**config.mk**
```make
export PLATFORM = sky130hd
export DESIGN_NAME = serial_to_parallel_receiver
export DESIGN_NICKNAME = d
export VERILOG_FILES = /design/src/rtl/serial_to_parallel_receiver.sv
export SDC_FILE = /design/constraint.sdc
export NUM_CORES = 1
export LEC_CHECK = 0
export BUFFER_PORTS_ARGS = -buffer_cell sky130_fd_sc_hd__buf_4
export CAP_MARGIN = 20
export CORE_AREA = 2 2 39 41
export CTS_CLUSTER_DIAMETER = 30
export DETAILED_ROUTE_END_ITERATION = 6
export DIE_AREA = 0 0 41 43
export GPL_TIMING_DRIVEN = 0
export PLACE_DENSITY = 0.69
export SYNTH_ARGS = -nofsm -noshare
export SYNTH_HDL_FRONTEND = slang
export SYNTH_SLANG_ARGS = --single-unit
```
**constraint.sdc**
```tcl
create_clock -name clk -period 2.39 [get_ports clk]
set_clock_uncertainty 0.15 [all_clocks]
set_input_delay 0.1195 -clock clk [delete_from_list [all_inputs] [get_ports clk]]
set_output_delay 0.1195 -clock clk [all_outputs]
set_load 0.02 [all_outputs]
```
**src/rtl/serial_to_parallel_receiver.sv**
```systemverilog
// ============================================================================
// Module      : serial_to_parallel_receiver
// Description : LSB-first serial receiver with a one-word valid/ready holding
//               buffer, sticky overrun flag and optional even-parity check
//               (enabled by defining PARITY_CHECK_EN).
// Revision    : 1.0 - initial release
// ============================================================================
`default_nettype none

module serial_to_parallel_receiver #(
    parameter int size = 4
) (
    input  logic            clk,
    input  logic            rst,
    input  logic            sdi,
    input  logic            sen,
    input  logic            clr,
    input  logic            out_ready,
    input  logic            ovr_clr,
    output logic [size-1:0] out_data,
    output logic            out_valid,
    output logic            ovr,
    output logic            par_err,
    output logic            busy
);

`ifdef PARITY_CHECK_EN
    localparam int FRAME = size + 1;
    localparam int SH_W  = size;
`else
    // The newest bit is taken straight from sdi at completion, so only
    // size-1 bits ever need to be held between edges.
    localparam int FRAME = size;
    localparam int SH_W  = size - 1;
`endif

    localparam int CNT_W = $clog2(FRAME);
    localparam logic [CNT_W-1:0] c_last_cnt = CNT_W'(FRAME - 1);

    logic [CNT_W-1:0] r_cnt;
    logic [SH_W-1:0]  r_shreg;
    logic [size-1:0]  r_out_data;
    logic             r_out_valid;
    logic             r_ovr;

    logic             w_at_last;
    logic             w_complete;
    logic             w_consume;
    logic             w_load;
    logic             w_overrun;
    logic [size-1:0]  w_word;
    logic [SH_W-1:0]  w_shift_nxt;
    logic             w_shift_en;

`ifdef PARITY_CHECK_EN
    logic             r_par_err;
    logic             w_par_bad;

    // The parity bit arrives after the data MSB and is compared, never stored.
    assign w_word      = r_shreg;
    assign w_shift_nxt = {sdi, r_shreg[size-1:1]};
    assign w_shift_en  = sen && !clr && !w_at_last;
    assign w_par_bad   = (^r_shreg) ^ sdi;
`else
    assign w_word      = {sdi, r_shreg};
    assign w_shift_nxt = w_word[size-1:1];
    assign w_shift_en  = sen && !clr;
`endif

    assign w_at_last  = (r_cnt == c_last_cnt);
    assign w_complete = sen && !clr && w_at_last;
    assign w_consume  = r_out_valid && out_ready;
    assign w_load     = w_complete && (!r_out_valid || out_ready);
    assign w_overrun  = w_complete && r_out_valid && !out_ready;

    always_ff @(posedge clk or posedge rst) begin
        if (rst) begin
            r_cnt <= '0;
        end else if (clr) begin
            r_cnt <= '0;
        end else if (sen) begin
            r_cnt <= w_at_last ? '0 : r_cnt + 1'b1;
        end
    end

    always_ff @(posedge clk or posedge rst) begin
        if (rst) begin
            r_shreg <= '0;
        end else if (clr) begin
            r_shreg <= '0;
        end else if (w_shift_en) begin
            r_shreg <= w_shift_nxt;
        end
    end

    always_ff @(posedge clk or posedge rst) begin
        if (rst) begin
            r_out_data  <= '0;
            r_out_valid <= 1'b0;
        end else if (w_load) begin
            r_out_data  <= w_word;
            r_out_valid <= 1'b1;
        end else if (w_consume) begin
            r_out_valid <= 1'b0;
        end
    end

    // Overrun has priority over a simultaneous software clear.
    always_ff @(posedge clk or posedge rst) begin
        if (rst) begin
            r_ovr <= 1'b0;
        end else if (w_overrun) begin
            r_ovr <= 1'b1;
        end else if (ovr_clr) begin
            r_ovr <= 1'b0;
        end
    end

`ifdef PARITY_CHECK_EN
    always_ff @(posedge clk or posedge rst) begin
        if (rst) begin
            r_par_err <= 1'b0;
        end else if (w_load) begin
            r_par_err <= w_par_bad;
        end else if (w_consume) begin
            r_par_err <= 1'b0;
        end
    end

    assign par_err = r_par_err;
`else
    assign par_err = 1'b0;
`endif

    assign out_data  = r_out_data;
    assign out_valid = r_out_valid;
    assign ovr       = r_ovr;
    assign busy      = (r_cnt != '0);

endmodule

`default_nettype wire

```
==> impl_metrics.json <==
{
  "status": "complete, no violations",
  "drt_iter0_markers": 5,
  "worstPathMaxFanout": 6,
  "antenna_found_initial": 0,
  "place_area_sq_um": 634,
  "io_buffers": 12,
  "hold_class": "in2reg",
  "fin_area_sq_um": 701,
  "slew_viol_final": 0,
  "start_kind": "input port",
  "tritoncts.num_buffers": 3,
  "routedLengthMet1_um": 340,
  "postSynthCellCount": 41,
  "syn2layout_area_growth_pct": 33.7,
  "top_layer_used": "met4",
  "grt_pass1_vias": 357,
  "fin_crit_sh_pct": 63.6,
  "crit_cells": 5,
  "wl_met3_um": 35,
  "tns_ns": 0,
  "fp-row-count": 14,
  "synth.distinct_cells": 14,
  "layoutNonFillerInstCount": 77,
  "dr_total_vias": 335,
  "rsz0062_at_grt": "no",
  "crit_family": "buffers and inverters",
  "die_h_um": 43,
  "reg2reg_to": "out_data[3]",
  "io_pins": 15,
  "fin_nets": 71,
  "post-cts-setup-buffers": 0,
  "critPathArrivalTime_ns": 1.52,
  "critical_path_class": "in2reg",
  "setup_viol_count_final": 0,
  "wirelength_um": 848,
  "dr.pass1.iters": 2,
  "start_util_pct": 37.9,
  "fillers": 120,
  "netlist.area_leader.share_pct": 52.5,
  "cp_slowest_cell": "dlygate4sd3_1",
  "grt_max_degree": 12,
  "reg2reg_from": "r_cnt[0]",
  "avgViaCountPerCell": 4.35,
  "die_x_um": 41,
  "final_core_util_pct": 50.6,
  "synth-async-reset-ratio_pct": 100,
  "ys.flop_type": "dfrtp_1",
  "syn-cell-area_sq_um": 524,
  "p_leak_nw": 0.397,
  "cts.path.max_buffers": 2,
  "dieArea_sq_um": 1760,
  "grt_use_total_pct": 12.6,
  "htreeDepth": 1,
  "dpl.hpwl_um": 614,
  "yosys_register_bits": 11,
  "max_freq_mhz": 657,
  "synth_warnings": 0,
  "drive_gt1_share_pct": 37.7,
  "reg2regPathDepth": 4,
  "cp-endpoint": "out_data[3]",
  "ant_nets": 0,
  "hold_violations": 0,
  "wl_met2_um": 460,
  "synth_common_cells": "dfrtp_1, nor2_1, inv_1, mux2i_1, mux2_4",
  "cp_cell_sequence": "dlygate4sd3_1, buf_4, nand3b_4, nor2b_4, mux2_4",
  "startpoint": "clr",
  "cts_tree": "done",
  "cts_root_buffer": "clkbuf_4",
  "critPathBufInv": 2,
  "post_drt_wl_per_cell_um": 11.0,
  "critPathMaxStageDelay_ns": 0.55,
  "synth-edff-count": 0,
  "ff2ff_setup_slack_ns": 0.88,
  "fin_crit_ns": 1.52,
  "clk_latency_ns": 0.26,
  "maxCapViolCount": 0,
  "synth.yosys.seq_area_share_pct": 52.5,
  "worstPathRequired_ns": 2.39,
  "synth.most_common_cell": "dfrtp_1",
  "drcViolationCount": 0,
  "diodes": 0,
  "p_per_area_nw_per_um2": 566,
  "ir_drop_v": 0.000270,
  "synthesis.nets": 50,
  "yosysTopAreaCell": "dfrtp_1",
  "clk_pin_slew_ns": 0.07,
  "avgSynthCellArea_sq_um": 12.8,
  "end_kind": "flip-flop",
  "core_area_sq_um": 1380,
  "grt-ovfl-total": 0,
  "dp_cells": 69,
  "grt_pass1_wl_um": 1410,
  "place_congestion": 0.648,
  "cts.sinks": 11,
  "synth.area.top_cells": "dfrtp_1, mux2_4, mux2i_1, ha_1, nor2_1"
}
==> through the flow <==
step | worst slack [ns] | power (W) | hold WS, ns
2_1_floorplan | 0.962 | 0.000247 | -0.178
3_3_place_gp | 0.896 | 0.000270 | -0.0181
3_5_place_dp | 0.891 | 0.000272 | -0.0106
4_1_cts | 0.875 | 0.000404 | 0.00697
5_1_grt | 0.791 | 0.000422 | 0.0145
6_report | 0.869 | 0.000396 | 0.0151
==> what timing repair did <==
action | 4_1_cts | 5_1_grt
hold endpoints to repair | 18 | 0
resized for setup | 0 | 0
hold buffers | 4 | 0
==> cells in the final DEF, fill, tap and decap left out <==
master	instances
buf_4	13
buf_6	1
clkbuf_1	1
clkbuf_4	3
conb_1	1
dfrtp_1	11
dlygate4sd3_1	4
ha_1	2
inv_1	5
mux2_4	4
mux2i_1	5
nand2_1	1
nand2b_1	1
nand3b_4	1
nor2_1	6
nor2b_4	1
o22ai_1	1
==> tightest hold or removal path: cells and delay by family <==
kind                   cells  cell delay (ns)
buffers and inverters      1             0.12
and+or+nand+nor            2             0.15
==> where the power goes <==
group / internal [W] / switching (W) / leakage [nW]
registers: 0.000196 / 0.00000698 / 0.150
clock network: 0.0000645 / 0.0000587 / 0.0150
logic: 0.0000374 / 0.0000326 / 0.232
==> logic make-up after synthesis <==
kind of cell	count (synthesis)	synth area share, %
other	1	0.715
muxes	9	21.0
DFF	11	52.5
adders and majority gates	2	4.77
AOI/OAI and AO/OA	1	1.19
buffers and inverters	7	7.16
and+or+nand+nor	10	12.6
==> how the worst min path moves through the flow <==
stage | startpoint | endpoint | cells after the start
floorplan | rst | out_data[0] | 1
global placement | rst | out_data[2] | 2
detailed placement | rst | out_data[2] | 2
CTS | sen | out_valid | 3
global route | sen | out_valid | 3
finish | sen | out_valid | 3
==> cell type report <==
type / count / area [sq um] / share of cell area [%]
flip-flops and latches: 11 / 275 / 39.3
multi-input cells: 23 / 211 / 30.2
repair buffers: 16 / 130 / 18.6
clock buffers: 4 / 26.3 / 3.75
well taps: 16 / 20.0 / 2.86
plain buffers: 2 / 18.8 / 2.68
inverters: 5 / 18.8 / 2.68
==> sequential cells by signal, indices dropped and copies added (netlist names) <==
register,count
r_cnt,2
ovr,1
out_valid,1
out_data,4
r_shreg,3
==> layer usage <==
metal  GRT usage [%]  vias to the layer above
met5               0                        -
met4            10.0                        0
met3            4.71                        2
met2            20.0                        9
met1            12.0                      157
li1                -                      167
Power figures use the tool's default switching activity.
